## src/rtl/alu_seq.sv

```systemverilog
// Registered, handshaked ALU for the multicycle datapath.
// Define ALU_SEQ_MUL_EN to build the iterative shift-add multiplier (opcode 1010).
module alu_seq #(
  parameter int WIDTH = 32,
  parameter int SHW   = $clog2(WIDTH)
) (
  input  logic             clk,
  input  logic             rst,
  input  logic             in_valid,
  output logic             in_ready,
  input  logic [3:0]       ALUctl,
  input  logic [WIDTH-1:0] A,
  input  logic [WIDTH-1:0] B,
  output logic             out_valid,
  input  logic             out_ready,
  output logic [WIDTH-1:0] ALUOut,
  output logic             Zero,
  output logic             Ovf,
  output logic             Err
);

  typedef enum logic [1:0] {
    S_IDLE = 2'd0,
    S_BUSY = 2'd1,
    S_DONE = 2'd2
  } state_t;

  typedef enum logic [3:0] {
    OP_AND  = 4'b0000,
    OP_OR   = 4'b0001,
    OP_ADD  = 4'b0010,
    OP_XOR  = 4'b0011,
    OP_SLL  = 4'b0100,
    OP_SRL  = 4'b0101,
    OP_SUB  = 4'b0110,
    OP_SLT  = 4'b0111,
    OP_SLTU = 4'b1000,
    OP_SRA  = 4'b1001,
    OP_MUL  = 4'b1010,
    OP_NOR  = 4'b1100
  } op_t;

  state_t           r_state;
  state_t           w_state_nxt;
  logic [WIDTH-1:0] r_alu_out;
  logic             r_zero;
  logic             r_ovf;
  logic             r_err;

  logic             w_accept;
  logic             w_load;
  logic [WIDTH-1:0] w_res;
  logic             w_ovf;
  logic             w_err;
  logic [WIDTH-1:0] w_sum;
  logic [WIDTH-1:0] w_diff;
  logic [SHW-1:0]   w_shamt;

`ifdef ALU_SEQ_MUL_EN
  localparam logic [SHW:0] CNT_LAST = (SHW+1)'(WIDTH);

  logic [WIDTH-1:0] r_mcand;
  logic [WIDTH-1:0] r_mplier;
  logic [WIDTH-1:0] r_acc;
  logic [SHW:0]     r_cnt;
  logic             w_is_mul;
  logic             w_start;
  logic             w_step;
  logic             w_finish;
`endif

  assign in_ready  = (r_state == S_IDLE) | ((r_state == S_DONE) & out_ready);
  assign w_accept  = in_valid & in_ready;
  assign out_valid = (r_state == S_DONE);
  assign ALUOut    = r_alu_out;
  assign Zero      = r_zero;
  assign Ovf       = r_ovf;
  assign Err       = r_err;

  // Single-cycle result datapath, evaluated on the raw inputs at accept time.
  always_comb begin
    w_res   = '0;
    w_ovf   = 1'b0;
    w_err   = 1'b0;
    w_sum   = A + B;
    w_diff  = A - B;
    w_shamt = B[SHW-1:0];
`ifdef ALU_SEQ_MUL_EN
    w_is_mul = 1'b0;
`endif
    case (ALUctl)
      OP_AND:  w_res = A & B;
      OP_OR:   w_res = A | B;
      OP_XOR:  w_res = A ^ B;
      OP_NOR:  w_res = ~(A | B);
      OP_ADD: begin
        w_res = w_sum;
        w_ovf = (A[WIDTH-1] == B[WIDTH-1]) & (w_sum[WIDTH-1] != A[WIDTH-1]);
      end
      OP_SUB: begin
        w_res = w_diff;
        w_ovf = (A[WIDTH-1] != B[WIDTH-1]) & (w_diff[WIDTH-1] != A[WIDTH-1]);
      end
      OP_SLT:  w_res = {{(WIDTH-1){1'b0}}, ($signed(A) < $signed(B))};
      OP_SLTU: w_res = {{(WIDTH-1){1'b0}}, (A < B)};
      OP_SLL:  w_res = A << w_shamt;
      OP_SRL:  w_res = A >> w_shamt;
      OP_SRA:  w_res = $signed(A) >>> w_shamt;
`ifdef ALU_SEQ_MUL_EN
      OP_MUL:  w_is_mul = 1'b1;
`endif
      default: w_err = 1'b1;
    endcase
  end

  always_ff @(posedge clk or posedge rst) begin
    if (rst) r_state <= S_IDLE;
    else     r_state <= w_state_nxt;
  end

  // DONE with out_ready behaves exactly like IDLE when a new op arrives.
  always_comb begin
    w_state_nxt = r_state;
    w_load      = 1'b0;
`ifdef ALU_SEQ_MUL_EN
    w_start  = 1'b0;
    w_step   = 1'b0;
    w_finish = 1'b0;
`endif
    case (r_state)
      S_IDLE, S_DONE: begin
        if (w_accept) begin
`ifdef ALU_SEQ_MUL_EN
          if (w_is_mul) begin
            w_start     = 1'b1;
            w_state_nxt = S_BUSY;
          end else begin
            w_load      = 1'b1;
            w_state_nxt = S_DONE;
          end
`else
          w_load      = 1'b1;
          w_state_nxt = S_DONE;
`endif
        end else if ((r_state == S_DONE) && out_ready) begin
          w_state_nxt = S_IDLE;
        end
      end
`ifdef ALU_SEQ_MUL_EN
      S_BUSY: begin
        if (r_cnt == CNT_LAST) begin
          w_finish    = 1'b1;
          w_state_nxt = S_DONE;
        end else begin
          w_step = 1'b1;
        end
      end
`endif
      default: w_state_nxt = S_IDLE;
    endcase
  end

  always_ff @(posedge clk or posedge rst) begin
    if (rst) begin
      r_alu_out <= '0;
      r_zero    <= 1'b1;
      r_ovf     <= 1'b0;
      r_err     <= 1'b0;
    end else if (w_load) begin
      r_alu_out <= w_res;
      r_zero    <= (w_res == '0);
      r_ovf     <= w_ovf;
      r_err     <= w_err;
`ifdef ALU_SEQ_MUL_EN
    end else if (w_finish) begin
      r_alu_out <= r_acc;
      r_zero    <= (r_acc == '0);
      r_ovf     <= 1'b0;
      r_err     <= 1'b0;
`endif
    end
  end

`ifdef ALU_SEQ_MUL_EN
  // WIDTH shift-add steps, then one extra cycle to register the product.
  always_ff @(posedge clk or posedge rst) begin
    if (rst) begin
      r_mcand  <= '0;
      r_mplier <= '0;
      r_acc    <= '0;
      r_cnt    <= '0;
    end else if (w_start) begin
      r_mcand  <= A;
      r_mplier <= B;
      r_acc    <= '0;
      r_cnt    <= '0;
    end else if (w_step) begin
      if (r_mplier[0]) r_acc <= r_acc + r_mcand;
      r_mcand  <= r_mcand << 1;
      r_mplier <= r_mplier >> 1;
      r_cnt    <= r_cnt + (SHW+1)'(1);
    end
  end
`endif

endmodule
```

## config.mk

```make
export PLATFORM = sky130hd
export DESIGN_NAME = alu_seq
export DESIGN_NICKNAME = d
export VERILOG_FILES = /design/src/rtl/alu_seq.sv
export SDC_FILE = /design/constraint.sdc
export NUM_CORES = 1
export LEC_CHECK = 0
export BUFFER_PORTS_ARGS = -buffer_cell sky130_fd_sc_hd__buf_4
export CAP_MARGIN = 40
export CELL_PAD_IN_SITES_DETAIL_PLACEMENT = 0
export CELL_PAD_IN_SITES_GLOBAL_PLACEMENT = 2
export CORE_MARGIN = 8
export CORE_UTILIZATION = 36
export CTS_BUF_LIST = sky130_fd_sc_hd__clkbuf_8
export DETAILED_ROUTE_END_ITERATION = 16
export PLACE_DENSITY_LB_ADDON = 0.15
export SLEW_MARGIN = 20
export SYNTH_ARGS = -nofsm -noshare
export SYNTH_HDL_FRONTEND = slang
export SYNTH_SLANG_ARGS = --single-unit
export TNS_END_PERCENT = 100
```

## constraint.sdc

```tcl
create_clock -name clk -period 3.95 [get_ports clk]
set_clock_uncertainty 0.05 [all_clocks]
set_input_delay 0.5925 -clock clk [delete_from_list [all_inputs] [get_ports clk]]
set_output_delay 0.5925 -clock clk [all_outputs]
set_load 0.05 [all_outputs]
```

==> metrics, run 1 <==
status=finished, violations left; failing checks=setup timing; Std-Cell Rows=66; Die W=196 um; cts hold-fix bufs=0; share of layout cells above drive strength 1=39.5%; power density cells=206 mW/mm2; cells after synthesis=1,650; max-cap check violation count=0; placed instance area=0.0175 mm2; f_max=241 MHz; GRT Util Overall=36.0%; drt first pass iters=7; synth warn=0; area grow syn2layout=53.4%; Max rail drop VDD=0.202 mV; kind of end point of the critical path=flop; unrepaired setup endpoints after global routing=yes; CTS tree=yes; vias per inst=6.20; most used flip-flop cell after synthesis=dfrtp_1; worst slew pin tran=0.941 ns; Ant. Diodes=0; Setup violations, final=1; Crit Path Class=input pin to flop; WL/cell=26.8 um; largest net degree at the start of global routing=46; Final HPWL DP=60,700 um; PortBufs=108; final hold violation count=0; mapped cell area=roughly 0.012 mm2; Leakage=8.46 nW; via count=16,800; total global routing overflow=0; post-route setup slack=-0.194 ns; Worst EP required=4.10 ns; nets=about 2,400; Final Cycle Share=105%; DRT Wirelength=72,700 um; Max-slew headroom=a little over a third; Final Critical Period=around 4.1 ns; IO Pins=approximately 110; root buf cell=clkbuf_8; fin. max-slew vios=0; startpoint class of the critical path=input pin; TritonCTS Buffers=5; CTS H-tree depth=2; latest clock arrival within the worst-skew pair=0.29 ns; clock tree buffer depth=2; number of synthesized flops with an enable pin=0; Post-DRT Antenna Nets=0; die height=196 um; Final Non-Filler Cells=2,708; ys async rst share=100%; vias in the first global route=16,400; GPL Wtd Cong=1.08; Max FO, Critical Path=10; CP arrival=4.30 ns; DIE AREA=0.0386 mm2; clock sinks=36; flops & latches, synth=36; # DRC=0; Cell variety after synth=90; Power, Total=3.70 mW; first-pass GRT wire length=roughly 110,000 um; post-synth net total=about 1,800; clk slew on worst S/H paths=0.07 ns; post-route cell area=about 0.018 mm2; Seq/Total Area, Yosys=just under 8%; dpl cells=2,694; Core Box Area=0.0323 mm2; initial antenna violation count=0; Post-Syn Area per Cell=7.11 um2; 1st-iter DRT viols=between 2,000 and 2,500; worst hold path class=input pin to async pin; Initial Util=36.3%
-- layout make-up --
class,instances,area [um2]
Multi-Input combinational cell,1380,10200
Timing Repair Buffer,741,5820
Clock inverter,2,10.0
Tap cell,442,553
Sequential cell,36,902
Fill cell,3123,14300
Clock buffer,6,82.6
Inverter,101,392
-- state kept, by name (all words and copies together) (netlist names) --
register	cells
Ovf	1
Err	1
Zero	1
ALUOut	32
r_state	1
-- where the power goes --
group          switching [mW]  leakage (nW)  internal, mW
combinational            1.69          7.95          1.27
clock                   0.136        0.0510         0.139
sequential             0.0383         0.450         0.433
total                    1.86          8.46          1.84
-- final timing paths --
path,from,endpoint,slack (ns),depth (start not counted)
worst max register to register,r_state[1]$_DFFE_PP0P_,Zero$_DFFE_PP1P_,0.50,11
max in group asynchronous,rst,Zero$_DFFE_PP1P_,3.16,3
worst min-delay path,rst,Ovf$_DFFE_PP0P_,0.35,3
min in group clk,ALUOut[3]$_DFFE_PP0P_,ALUOut[3]$_DFFE_PP0P_,0.43,2
worst min register to register,ALUOut[3]$_DFFE_PP0P_,ALUOut[3]$_DFFE_PP0P_,0.43,2
worst max-delay path,B[1],Zero$_DFFE_PP1P_,-0.19,14
-- worst max-delay path: stages --
cell,delay [ns]
buf_16,0.13
mux2_1,0.33
mux4_2,0.51
buf_4,0.17
a32oi_1,0.15
a31oi_1,0.16
a221o_1,0.39
a211oi_4,0.31
o2111ai_2,0.19
nor4_4,0.37
buf_4,0.17
nand4_1,0.08
or4_1,0.50
o41ai_2,0.22
-- per-stage QoR --
stage               utilization (%)  setup TNS (ns)  hold WS [ns]  setup slack (ns)
floorplan                         -         -0.0983         0.546           -0.0983
global placement               54.1           -3.27         0.415             -1.29
detailed placement             54.2           -2.91         0.422             -1.30
CTS                            55.0          -0.238         0.364            -0.238
global route                   55.7          -0.377         0.407            -0.317
finish                         55.7          -0.194         0.349            -0.194
-- placed cells by master, fill, tap and decap left out, types with 12 or more instances in the layout --
cell type | Yosys | routed
a21oi_1 | 129 | 122
mux2i_1 | 69 | 67
o211ai_1 | 29 | 29
o21ai_0 | 94 | 87
buf_4 | 6 | 719
nand3_1 | 34 | 32
and2_1 | 15 | 15
nor2_1 | 137 | 134
a31oi_1 | 28 | 27
a221o_1 | 15 | 15
nand2_1 | 194 | 194
nor2b_1 | 15 | 14
buf_12 | 0 | 12
o221ai_1 | 19 | 19
dfrtp_1 | 35 | 35
a211oi_1 | 24 | 20
nand4_1 | 15 | 15
mux4_2 | 33 | 33
a211o_1 | 12 | 12
mux2_2 | 26 | 26
o22ai_1 | 27 | 27
inv_1 | 95 | 94
a221oi_1 | 20 | 18
a22oi_1 | 25 | 25
xnor2_1 | 15 | 15
nand2b_1 | 23 | 23
nor3_1 | 39 | 36
a21o_1 | 17 | 17
o31ai_1 | 23 | 22
ha_1 | 100 | 93
-- Yosys cell counts, types with 24 or more instances --
cell type | n | area share [%]
dfrtp_1 | 35 | 7.5
a21oi_1 | 129 | 5.5
mux2_2 | 26 | 2.5
mux2i_1 | 69 | 5.9
clkbuf_1 | 80 | 2.6
a31oi_1 | 28 | 1.5
a22oi_1 | 25 | 1.6
nor2_1 | 137 | 4.4
buf_2 | 32 | 1.4
o21ai_0 | 94 | 4.0
o22ai_1 | 27 | 1.4
a211oi_1 | 24 | 1.5
nor3_1 | 39 | 1.7
ha_1 | 100 | 11
o211ai_1 | 29 | 1.9
nand3_1 | 34 | 1.5
nand2_1 | 194 | 6.2
inv_1 | 95 | 3.0
mux4_2 | 33 | 6.3
-- layer usage --
metal	vias to the layer above	global-route usage [%]	routed length, um
met3	219	6.41	7110
met2	1122	57.5	32000
met5	-	0	0
met4	0	20.5	5140
met1	7978	45.2	28500
li1	7472	-	-
-- repair_timing --
action                     4_1_cts  5_1_grt
setup buffers                    3        0
cloned                           1        2
gates resized for setup         28       37
pin swaps                       11        9
setup endpoints to repair        2        6
-- cells by family after synthesis --
| family | Yosys count | synth area share [%] |
|---|---|---|
| multiplexers | 134 | 15.4 |
| adder cells (fa/ha/maj) | 102 | 11.0 |
| XOR/XNOR | 16 | 1.20 |
| AND/OR/NAND/NOR | 548 | 22.2 |
| flip-flops | 36 | 7.69 |
| buffers and inverters | 234 | 8.28 |
| AO/OA/AOI/OAI | 580 | 34.2 |
Power figures use the tool's default switching activity.
==> inputs of run 2 (changes only) <==
--- a/config.mk
+++ b/config.mk
@@ -14,6 +14,7 @@
 export CTS_BUF_LIST = sky130_fd_sc_hd__clkbuf_8
 export DETAILED_ROUTE_END_ITERATION = 16
 export PLACE_DENSITY_LB_ADDON = 0.15
+export RECOVER_POWER = 100
 export SLEW_MARGIN = 20
 export SYNTH_ARGS = -nofsm -noshare
 export SYNTH_HDL_FRONTEND = slang
==> run 2 against run 1 <==
  * The run ends with capacitance limit, slew limit, setup timing left
  * Critical path depth increased by 2
  * Sequential share of layout area increased by 0.052 points
  * Combinational power decreased by 2%
  * Utilization decreased by 0.57 points
  * Sequential power about the same
  * Power decreased by 1.8%
  * Wire length decreased by 0.14%
  * First-iteration DRC count decreased by 0.97%
  * Via count decreased by 0.66%
  * Setup slack got worse by 0.0080 ns
  * Critical path type unchanged
  * Largest power group unchanged
==> metrics, run 2 (synthesized netlist as in run 1, its figures left out) <==
Final Cycle Share=105%; Ant. Diodes=0; fin. max-slew vios=83; vias in the first global route=roughly 16,000; CP top delay family=compound AO/OA/AOI/OAI gates; share of layout cells above drive strength 1=roughly 37%; origin of the critical flop-to-flop path=r_state[1]$_DFFE_PP0P_; CP arrival=~4.3 ns; Crit Path Class=input pin to flop; latest clock arrival within the worst-skew pair=approximately 0.29 ns; CP Cell Sequence=buf_6 -> buf_12 -> buf_16 -> mux4_2 -> a21oi_4 -> a21oi_1 -> o21ai_0 -> o311ai_0 -> buf_4 -> a211oi_4 -> o2111ai_2 -> nor4_4 -> buf_4 -> nand4_1 -> or4_1 -> o41ai_2; post-route setup slack=-0.202 ns; Power, Total=3.64 mW; Max rail drop VDD=0.191 mV; Initial Util=36.3%; TritonCTS Buffers=5; initial antenna violation count=0; Die W=~200 um; max reg flops=32; # fillers=3,180; failing checks=capacitance limit, slew limit, setup timing; via count=~17,000; worst slew pin tran=2.00 ns; R2R Setup Slk=0.48 ns; post-route cell area=roughly 0.018 mm2; most common cell after layout, fill and taps aside=buf_4; Worst path max stage delay=0.56 ns; Std-Cell Rows=66; sequential cell area=902 um2; GPL Wtd Cong=between 1 and 1.5; 1st-iter DRT viols=just over 2,000; f_max=between 200 and 250 MHz; total global routing overflow=0; nets=roughly 2,400; Leakage=between 8 and 9 nW; area grow syn2layout=51.8%; Final Critical Period=4.15 ns; clock sinks=36; final hold violation count=0; worst hold path class=flop to flop; first-pass GRT wire length=106,000 um; kind of end point of the critical path=flop; placed instance area=0.0175 mm2; # DRC=0; Critical R2R Capture=Zero$_DFFE_PP1P_; Worst path slowest cell=mux4_2; max-cap check violation count=2; Hold Path Sink=ALUOut[3]$_DFFE_PP0P_; IO Pins=109; root buf cell=clkbuf_8; Setup violations, final=2; Post-DRT Antenna Nets=0; drt first pass iters=8; clock tree buffer depth=2; clk slew on worst S/H paths=~0.07 ns; power density cells=204 mW/mm2; Core Box Area=0.0323 mm2; hold depth=2; startpoint class of the critical path=input pin; DRT Wirelength=slightly above 70,000 um; CTS tree=yes; Worst EP required=4.10 ns; status=finished, violations left; GRT Util Overall=36.0%; buffer and inverter count on the worst path=5; Max-slew headroom=-33.4%; PortBufs=108; min-delay src=ALUOut[3]$_DFFE_PP0P_; Max FO, Critical Path=16; most frequent cells in the layout=buf_4, nand2_1, nor2_1, a21oi_1, inv_1; cts hold-fix bufs=0; largest net degree at the start of global routing=46; Multi-input gate area=about 0.010 mm2; R2R cell count=11; Final HPWL DP=60,700 um; TNS Setup=-0.236 ns; DIE AREA=0.0386 mm2; unrepaired setup endpoints after global routing=yes; Top cell by count, worst path=buf_4; WL/cell=26.8 um; vias per inst=6.16; CTS H-tree depth=2; die height=196 um
## run 2: changes by cell type in the layout (fill, tap and decap cells not counted)
cell,previous run,this run
clkbuf_1,0,46
a2111oi_1,5,4
a221oi_2,3,2
clkbuf_4,0,3
nor3_1,36,37
a221oi_1,18,19
a2111oi_0,3,4
buf_4,719,670
nor3_2,3,2
## run 2: per-stage QoR
step	instances	setup slack, ns	hold WS, ns	util, %
2_1_floorplan	1650	-0.0983	0.546	-
3_3_place_gp	2692	-1.29	0.415	54.1
3_5_place_dp	2694	-1.30	0.422	54.2
4_1_cts	2706	-0.238	0.364	55.0
5_1_grt	2708	-0.317	0.446	55.1
6_report	2708	-0.202	0.426	55.1
## run 2: repair_timing
action / CTS / global route
endpoints found under the setup margin: 2 / 6
gates resized for setup: 28 / 37
gates cloned: 1 / 2
endpoints found under the hold margin: 0 / 0
setup buffers: 3 / 0
pin swaps: 11 / 9
## run 2: worst reg2reg max path: stages, from the launching register on
cell       delay [ns]
dfrtp_1          0.38
nand2b_1         0.09
nand2_1          0.27
a311o_1          0.38
or3_4            0.42
a2111oi_4        0.34
nand4b_1         0.22
nor4_4           0.26
buf_4            0.17
nand4_1          0.09
or4_1            0.50
o41ai_2          0.22
## run 2: area by class of cell
type,count,share of cell area (%)
timing repair buffer,741,31.7
tap,442,3.11
inverter,101,2.20
multi-input combinational,1380,57.4
clock buffer,6,0.464
sequential,36,5.07
clock inverter,2,0.0562
## run 2: worst max path at each step
stage	to	cells past startpoint	from	slack [ns]
detailed placement	Zero$_DFFE_PP1P_	14	B[1]	-1.30
global placement	Zero$_DFFE_PP1P_	14	B[1]	-1.29
finish	Zero$_DFFE_PP1P_	16	B[0]	-0.20
floorplan	Zero$_DFFE_PP1P_	18	B[2]	-0.1
global route	Zero$_DFFE_PP1P_	16	A[0]	-0.32
CTS	Zero$_DFFE_PP1P_	16	A[0]	-0.24
## run 2: per-layer routing
metal | track usage (%) | wire [um] | share of wire (%) | up-vias
met2 | 57.5 | 31900 | 44 | 1064
li1 | - | - | - | 7477
met5 | 0 | 0 | 0 | -
met4 | 20.5 | 5170 | 7.1 | 0
met1 | 45.2 | 28700 | 40 | 7903
met3 | 6.41 | 6840 | 9.4 | 236
## run 2: power by group
group	switching, mW	internal, mW	total (mW)
logic	1.69	1.20	2.89
registers	0.0368	0.433	0.470
clock network	0.137	0.139	0.276
total	1.86	1.78	3.64
